===== config.mk =====
export PLATFORM = sky130hd
export DESIGN_NAME = dot_score_tracker_flat
export DESIGN_NICKNAME = d
export VERILOG_FILES = /design/src/rtl/dot_score_pkg.sv /design/src/rtl/dot_score_tracker_if.sv /design/src/rtl/dot_popcount.sv /design/src/rtl/dot_score_tracker.sv /design/src/flat_wrapper.sv
export SDC_FILE = /design/constraint.sdc
export NUM_CORES = 1
export LEC_CHECK = 0
export BUFFER_PORTS_ARGS = -buffer_cell sky130_fd_sc_hd__buf_2
export CAP_MARGIN = 10
export CORE_ASPECT_RATIO = 0.6
export CORE_MARGIN = 4
export CORE_UTILIZATION = 50
export DETAILED_ROUTE_END_ITERATION = 7
export GPL_TIMING_DRIVEN = 1
export PLACE_DENSITY = 0.74
export SYNTH_ARGS = -nofsm -noshare
export SYNTH_HDL_FRONTEND = slang
export SYNTH_SLANG_ARGS = --single-unit
export TNS_END_PERCENT = 30

===== constraint.sdc =====
create_clock -name Clk -period 9.1 [get_ports Clk]
set_clock_uncertainty 0.15 [all_clocks]
set_input_delay 1.365 -clock Clk [delete_from_list [all_inputs] [get_ports Clk]]
set_output_delay 1.365 -clock Clk [all_outputs]
set_load 0.01 [all_outputs]

===== src/rtl/dot_score_pkg.sv =====
// Shared types and helpers for the dot score tracker: FSM states, level limits, counter width.
package dot_score_pkg;

    typedef enum logic [1:0] {
        IDLE       = 2'd0,
        REARM      = 2'd1,
        PLAY       = 2'd2,
        CLEAR_WAIT = 2'd3
    } tracker_state_t;

    localparam int LEVEL_W = 8;
    localparam logic [LEVEL_W-1:0] LEVEL_MAX = 8'd255;

    // Bits needed to hold a count from 0 to n inclusive.
    function automatic int dcw(input int n);
        return $clog2(n + 1);
    endfunction

endpackage


===== src/rtl/dot_score_tracker_if.sv =====
// Control, dot-flag and HUD signals between the dot array/game logic and the score tracker.
interface dot_score_tracker_if
    import dot_score_pkg::*;
#(
    parameter int NUM_DOTS = 64,
    parameter int SCORE_W  = 16
) ();
    localparam int DCW = dcw(NUM_DOTS);

    logic                start;
    logic                abort;
    logic [NUM_DOTS-1:0] eaten;
    logic [SCORE_W-1:0]  score;
    logic [LEVEL_W-1:0]  level;
    logic [DCW-1:0]      dots_left;
    logic                dots_rearm;
    logic                level_clear;
    logic                playing;

    modport master (
        output start, abort, eaten,
        input  score, level, dots_left, dots_rearm, level_clear, playing
    );

    modport slave (
        input  start, abort, eaten,
        output score, level, dots_left, dots_rearm, level_clear, playing
    );
endinterface


===== src/rtl/dot_popcount.sv =====
// Combinational population count of an N-bit vector; zero latency, no flow control.
module dot_popcount
    import dot_score_pkg::*;
#(
    parameter int N = 8
) (
    input  logic [N-1:0]       bits,
    output logic [dcw(N)-1:0]  count
);
    localparam int CW = dcw(N);

    always_comb begin
        count = '0;
        for (int i = 0; i < N; i++) begin
            count = count + CW'(bits[i]);
        end
    end
endmodule


===== src/rtl/dot_score_tracker.sv =====
// Credits each dot once per level into a saturating score, tracks dots left/level, rearms the board after clear.
// Newly risen eaten bits show in score/dots_left one edge later; no backpressure, abort wins over everything.
module dot_score_tracker
    import dot_score_pkg::*;
#(
    parameter int NUM_DOTS     = 64,
    parameter int DOT_POINTS   = 10,
    parameter int SCORE_W      = 16,
    parameter int CLEAR_CYCLES = 16
) (
    input  logic              Clk,
    input  logic              Reset,
    dot_score_tracker_if.slave bus
);
    localparam int DCW   = dcw(NUM_DOTS);
    localparam int SUM_W = SCORE_W + DCW + 1;
    localparam int TW    = (CLEAR_CYCLES > 1) ? $clog2(CLEAR_CYCLES) : 1;
    localparam logic [SUM_W-1:0] SCORE_MAX_EXT = (SUM_W'(1) << SCORE_W) - SUM_W'(1);
    localparam logic [TW-1:0]    TIMER_LAST    = TW'(CLEAR_CYCLES - 1);

    tracker_state_t      state;
    logic [NUM_DOTS-1:0] counted;
    logic [SCORE_W-1:0]  score_q;
    logic [LEVEL_W-1:0]  level_q;
    logic [DCW-1:0]      dots_left_q;
    logic [TW-1:0]       timer;
    logic                rearm_q;
    logic                clear_q;

    logic [NUM_DOTS-1:0] new_bits;
    logic [DCW-1:0]      n_new;
    logic [SUM_W-1:0]    gain;
    logic [SUM_W-1:0]    sum;
    logic [SCORE_W-1:0]  score_next;

    assign new_bits = bus.eaten & ~counted;

    dot_popcount #(.N(NUM_DOTS)) u_popcount (
        .bits  (new_bits),
        .count (n_new)
    );

    // Product and sum are carried wide enough that saturation is decided before any wrap.
    always_comb begin
        gain       = SUM_W'(n_new) * SUM_W'(DOT_POINTS);
        sum        = SUM_W'(score_q) + gain;
        score_next = (sum > SCORE_MAX_EXT) ? '1 : sum[SCORE_W-1:0];
    end

    always_ff @(posedge Clk or posedge Reset) begin
        if (Reset) begin
            state       <= IDLE;
            counted     <= '0;
            score_q     <= '0;
            level_q     <= '0;
            dots_left_q <= DCW'(NUM_DOTS);
            timer       <= '0;
            rearm_q     <= 1'b0;
            clear_q     <= 1'b0;
        end else begin
            rearm_q <= 1'b0;
            clear_q <= 1'b0;
            if (bus.abort) begin
                state <= IDLE;
            end else begin
                unique case (state)
                    IDLE: begin
                        if (bus.start) begin
                            score_q <= '0;
                            level_q <= '0;
                            state   <= REARM;
                            rearm_q <= 1'b1;
                        end
                    end
                    REARM: begin
                        counted     <= '0;
                        dots_left_q <= DCW'(NUM_DOTS);
                        level_q     <= (level_q == LEVEL_MAX) ? level_q : level_q + 8'd1;
                        state       <= PLAY;
                    end
                    PLAY: begin
                        counted     <= counted | new_bits;
                        dots_left_q <= dots_left_q - n_new;
                        score_q     <= score_next;
                        if (dots_left_q == n_new) begin
                            state   <= CLEAR_WAIT;
                            clear_q <= 1'b1;
                            timer   <= '0;
                        end
                    end
                    CLEAR_WAIT: begin
                        timer <= timer + TW'(1);
                        if (timer == TIMER_LAST) begin
                            state   <= REARM;
                            rearm_q <= 1'b1;
                        end
                    end
                    default: state <= IDLE;
                endcase
            end
        end
    end

    assign bus.score       = score_q;
    assign bus.level       = level_q;
    assign bus.dots_left   = dots_left_q;
    assign bus.dots_rearm  = rearm_q;
    assign bus.level_clear = clear_q;
    assign bus.playing     = (state == PLAY);
endmodule


===== src/flat_wrapper.sv =====
// flat-port wrapper written by rule: the top's interface ports become plain ports
module dot_score_tracker_flat import dot_score_pkg::*;
#(
    parameter int NUM_DOTS     = 64,
    parameter int DOT_POINTS   = 10,
    parameter int SCORE_W      = 16,
    parameter int CLEAR_CYCLES = 16
)
  (Clk, Reset, bus_start, bus_abort, bus_eaten, bus_score, bus_level, bus_dots_left, bus_dots_rearm, bus_level_clear, bus_playing);
  dot_score_tracker_if #(.NUM_DOTS(NUM_DOTS), .SCORE_W(SCORE_W)) bus_i ();
  input  logic Clk;
  input  logic Reset;
  input wire logic [$bits(bus_i.start)-1:0] bus_start;
  input wire logic [$bits(bus_i.abort)-1:0] bus_abort;
  input wire logic [$bits(bus_i.eaten)-1:0] bus_eaten;
  output wire logic [$bits(bus_i.score)-1:0] bus_score;
  output wire logic [$bits(bus_i.level)-1:0] bus_level;
  output wire logic [$bits(bus_i.dots_left)-1:0] bus_dots_left;
  output wire logic [$bits(bus_i.dots_rearm)-1:0] bus_dots_rearm;
  output wire logic [$bits(bus_i.level_clear)-1:0] bus_level_clear;
  output wire logic [$bits(bus_i.playing)-1:0] bus_playing;
  assign bus_i.start = bus_start;
  assign bus_i.abort = bus_abort;
  assign bus_i.eaten = bus_eaten;
  assign bus_score = bus_i.score;
  assign bus_level = bus_i.level;
  assign bus_dots_left = bus_i.dots_left;
  assign bus_dots_rearm = bus_i.dots_rearm;
  assign bus_level_clear = bus_i.level_clear;
  assign bus_playing = bus_i.playing;
  dot_score_tracker #(.NUM_DOTS(NUM_DOTS), .DOT_POINTS(DOT_POINTS), .SCORE_W(SCORE_W), .CLEAR_CYCLES(CLEAR_CYCLES)) u_core (.Clk(Clk), .Reset(Reset), .bus(bus_i));
endmodule

---- Yosys cells after proc, flatten, opt, wreduce, memory -nomap -nowiden ----
Cells that the tools add are included.
storage, ports and cells
  register bits ........................... 103
  bits of input ports ..................... 68
  word-level logic and storage cells ...... 125
operators by class
  $add $sub $neg .......................... 67
  multiply operators ...................... 1
  $lt $le $gt $ge ......................... 1
  equality and inequality tests ........... 12
  muxes and demuxes ....................... 22
  bitwise operators ....................... 4
  reductions and logical operators ........ 10
operator list
  operator              count
  $add 7x1->7           57
  $pmux 64 s2           1
  $and 64x64->64        1
  $not 64->64           1
  $or 64x64->64         1
  $mux 16               2
  $pmux 16 s2           1
  $gt 24x16->1 const B  1
  $add 16x11->17        1
  $mux 8                2
  $pmux 8 s2            1
  $pmux 7 s2            1
  $mul 7x3->10 const B  1
  $reduce_and 3->1      3
  $add 8x1->8 const B   1
  $eq 8x8->1 const B    1
  $mux 2                4
  $pmux 2 s4            1
  $pmux 4 s2            1
  $reduce_bool 2->1     4
  $add 6x1->7           1
  $eq 7x7->1            1
  $sub 7x7->7           1
  $add 5x1->6           1
  other kinds (19)      27

---- Depth between registers and ports, before layout ----
  depth in word-level cells ............... 70
  depth in mapped cells ................... 33

---- Hierarchy ----
Synthesis repeated with hierarchy kept, for this count alone.
unflattened totals
  cells, all modules ...................... 777
  area total of the unflattened synthesis .. 7274.5 um^2
by module, submodules not included
  module             times used  cells each  area an instance (um^2)  seq. area each (um^2)
  dot_score_tracker  1           594         5510.3                   2578.7
  dot_popcount       1           183         1764.2                   0.0

---- Least setup slack after synthesis ----
Ideal clock, no wire load.
  path type ............................... input to register
  from .................................... input bus_eaten[0]
  to ...................................... register u_core.score_q[1], in the netlist u_core.bus.score[1]
  arrival ................................. 9515 ps
  path slack .............................. -691 ps
  cell stages on the path ................. 31
  path buffers ............................ 1
  cells stage by stage .................... nor2b_1 fa_1 inv_1 fa_1 fa_1 fa_1 fa_1 fa_1 fa_1 fa_1 inv_1 ha_1 inv_1 fa_1 nand2b_1 o2bb2ai_1 xor2_1 xnor2_1 ha_1 a21o_1 a21oi_1 o21bai_1 a21oi_1 xnor2_1 ha_1 a21oi_1 o211ai_1 a31o_2 and3_1 buf_2 a221o_1
on the way
  cells in the longest elaborated chain, start to end .. 69
RTL lines
  what                         line                     source
  from (decl)                  flat_wrapper.sv:15       input wire logic [$bits(bus_i.eaten)-1:0] bus_eaten;
  $and 64x64->64 *             dot_score_tracker.sv:36  assign new_bits = bus.eaten & ~counted;
  $add 1x1->2 *                dot_popcount.sv:15       count = count + CW'(bits[i]);
  $add 2x1->3 *                dot_popcount.sv:15
  $add 3x1->4 *                dot_popcount.sv:15
  $add 4x1->5 *                dot_popcount.sv:15
  $add 5x1->6 *                dot_popcount.sv:15
  $add 6x1->7 *                dot_popcount.sv:15
  $add 7x1->7 * (57 in a row)  dot_popcount.sv:15
  $mul 7x3->10 *               dot_score_tracker.sv:45  gain = SUM_W'(n_new) * SUM_W'(DOT_POINTS);
  $add 16x11->17 *             dot_score_tracker.sv:46  sum = SUM_W'(score_q) + gain;
  $gt 24x16->1                 dot_score_tracker.sv:47  score_next = (sum > SCORE_MAX_EXT) ? '1 : sum[SCORE_W-1:0];
  $mux 16 *                    dot_score_tracker.sv:47
  $pmux 16 s2 *                dot_score_tracker.sv:66  unique case (state)
  to (signal assigned)         dot_score_tracker.sv:84  score_q <= score_next;
  to (decl)                    dot_score_tracker.sv:23  logic [SCORE_W-1:0] score_q;
Every way passes the cells marked *; elsewhere a longest branch is shown, timed or not.
A chain may end at the register's enable or synchronous reset.

---- Worst setup path in the final report ----
  from .................................... input bus_eaten[29]
  to ...................................... register u_core.score_q[5], in the netlist u_core.bus.score[5]
on the way
  cells in the longest elaborated chain, start to end .. 41
RTL lines
  what                         line
  $and 64x64->64 *             dot_score_tracker.sv:36
  $add 7x1->7 * (35 in a row)  dot_popcount.sv:15
  $mul 7x3->10 *               dot_score_tracker.sv:45
  $add 16x11->17 *             dot_score_tracker.sv:46
  $gt 24x16->1                 dot_score_tracker.sv:47
  $mux 16 *                    dot_score_tracker.sv:47
  $pmux 16 s2 *                dot_score_tracker.sv:66
Marks and branches as above.

==> metrics.txt <==
design area=0.00874 sq mm; DRC errors left=0; Worst-path clk slew=70 ps; met3 Usage GRT=0.0550; Clock Latency Late Sink=360 ps; sum of negative setup slack=-2190 ps; status=complete, but fails checks; M1 GR Usage=0.336; initial antenna violation count=1; hold crit path type=register to register; Net Count, Synth=883; CP Max Fanout=8; Ports=102; initial core utilization=0.516; worst reg-to-reg path cell count=31; critical path type=input port to register; Sink Count=103; # Max-Cap Violations=0; Critical R2R Capture=u_core.bus.score[5]; Final min period=9290 ps; asr flop ratio synth=1.00; ratio of cells with drive above 1 in the final layout=0.268; upper clock frequency limit=0.108 GHz; via count=5599; placed cells=1031; top_reg_cell synth=dfrtp_1; RD Place Congestion=0.892; Non-Filler Instances=1052; Die W=162 um; hold path endpoint=u_core.counted[62]; Die Ht=100 um; Fin. Hold Viols=0; crit-path max cell delay=590 ps; Worst Tran Pin Value=1010 ps; Detailed Routing Iterations Pass 1=5; gr ovfl total=0; failing checks=setup timing; DR WL/cell=16.4 um; via density per instance=5.32; M2 GR Usage=0.336; Synth top area share=0.359; largest area contributor in the netlist=dfrtp_1; Crit. End Element=register; worst hold start=u_core.counted[62]; Post-DP Area=0.00826 sq mm; Root Buffer=clkbuf_16; Setup WS pre-CTS=-642 ps; CTS Hold Bufs=0; HPWL after DPL=13400 um; area growth from synthesis to layout=22.8%; Yosys reg bits=103; arrival time at the worst endpoint=9370 ps; number of global-route vias before repair=5867; Iter 0 DRT Violations=302; Nets=1024; first-pass GRT wire length=29000 um; synth warn=0; CP dominant cell by count=fa_1; overall routing resource usage=0.226; Setup WS post-layout=-188 ps; total wire length=17300 um; Seq/Total Area, Yosys=0.363; largest net degree at the start of global routing=68; Site Rows=33; Netlist cell types=59; CTS tree=done; setup violators final=16; depth of the CTS H-tree=3; start of the worst register-to-register path=u_core.counted[45]; worst hold path depth=2; max-slew violation count=0; EDFF count, synth=0; Routed Antenna Nets=0; CP max stage cell=fa_2; Final period util=1.02; GRT busiest layer=met2; die area=0.0163 sq mm; total CTS buffers=9; main area contributors after synthesis=dfrtp_1, fa_1, ha_1; Mean Syn Cell Area=9.96 sq um; critical path required time=9190 ps; Setup crit start kind=input port; RSZ-0062 raised after global routing=true; max_slew headroom=0.324; Core Area=0.0138 sq mm; clock buffer depth=2; mapped cell area=0.00711 sq mm; Post-Synthesis Cells=714; IO buf count=101; reg2reg setup slack=420 ps
logic make-up (layout without fill, tap and decap cells):
| group | Yosys count | count (layout) | share of synthesized area |
|---|---|---|---|
| AO/OA/AOI/OAI | 161 | 161 | 0.148 |
| adder cells (fa/ha/maj) | 104 | 104 | 0.242 |
| other | 0 | 1 | 0 |
| XOR/XNOR | 27 | 27 | 0.0343 |
| multiplexers | 3 | 3 | 0.00492 |
| AND/OR/NAND/NOR | 226 | 226 | 0.161 |
| buffers and inverters | 90 | 235 | 0.0477 |
| flip-flops | 103 | 103 | 0.363 |
placed cells by master (no fill, tap or decap), types with 6 or more instances in the layout:
master / Yosys / layout
nor2b_1: 38 / 30
ha_1: 44 / 39
fa_1: 57 / 49
xnor2_1: 15 / 14
nor2b_4: 0 / 6
a221o_1: 9 / 9
o21ai_0: 17 / 13
fa_2: 0 / 8
clkbuf_16: 0 / 9
buf_2: 1 / 96
a21o_1: 9 / 9
nand2_1: 17 / 17
a21oi_1: 84 / 81
xor2_1: 11 / 10
dfrtp_1: 102 / 102
inv_2: 1 / 10
nor2_1: 95 / 93
nand2b_1: 38 / 34
inv_1: 70 / 60
buf_4: 0 / 48
nand3_1: 8 / 8
stage by stage:
stage	hold WS [ps]	utilization
final	338	0.634
after CTS	340	0.627
after floorplan	304	-
after global placement	318	0.599
after detailed placement	322	0.599
after global routing	363	0.634
metal layers:
| metal | wire [um] | up-vias |
|---|---|---|
| li1 | - | 2676 |
| met1 | 8610 | 2764 |
| met2 | 7470 | 140 |
| met3 | 1020 | 19 |
| met4 | 188 | 0 |
| met5 | 0 | - |
synthesized netlist by cell type (all sizes together), types with 5 or more instances:
cell type / count
dfrtp: 102
nor2: 95
a21oi: 84
inv: 71
fa: 57
ha: 44
nand2b: 38
nor2b: 38
nand2: 17
o21ai: 17
xnor2: 16
clkbuf: 15
xor2: 11
a21o: 9
a221o: 9
nand3: 8
a31oi: 6
nand4: 5
o21a: 5
or2: 5
or3: 5
state kept, by name (all words and copies together), names as in the netlist:
register / flops
u_core.bus.dots_rearm: 1
u_core.timer: 4
u_core.bus.level: 8
u_core.bus.level_clear: 1
u_core.bus.score: 16
u_core.counted: 64
u_core.state: 2
u_core.bus.dots_left: 7
timing repair:
item,4_1_cts,5_1_grt
setup endpoints to repair,16,16
setup buffers,4,2
hold endpoints to repair,0,0
resized for setup,20,16
cloned,0,0
pin swaps,21,3
worst max-delay path: cells and delay by family:
family	cells	cell delay [ps]
xor+xnor	3	550
simple gates	3	510
fa+ha+maj	12	5090
compound gates	9	1570
buf+inv	4	280
worst max path at each step:
| stage | startpoint | end | slack (ps) |
|---|---|---|---|
| 2_1_floorplan | bus_eaten[45] | u_core.bus.score[1] | -250 |
| 3_3_place_gp | bus_eaten[53] | u_core.bus.score[9] | -420 |
| 3_5_place_dp | bus_eaten[53] | u_core.bus.score[5] | -640 |
| 4_1_cts | bus_eaten[39] | u_core.bus.score[5] | -170 |
| 5_1_grt | bus_eaten[45] | u_core.bus.score[14] | -500 |
| 6_report | bus_eaten[29] | u_core.bus.score[5] | -190 |
area by class of cell:
cell class              instances  area (sq um)
clock buffers                   9           225
fillers                      1121          5050
multi-input cells             521          4440
well taps                     192           240
diodes                          1          2.50
flip-flops and latches        103          2580
inverters                      71           269
clock inverters                 6          75.1
repair buffers                149           905
Power is not shown: default switching activity piles up to over one toggle a cycle in this logic, so the estimate is an artifact.
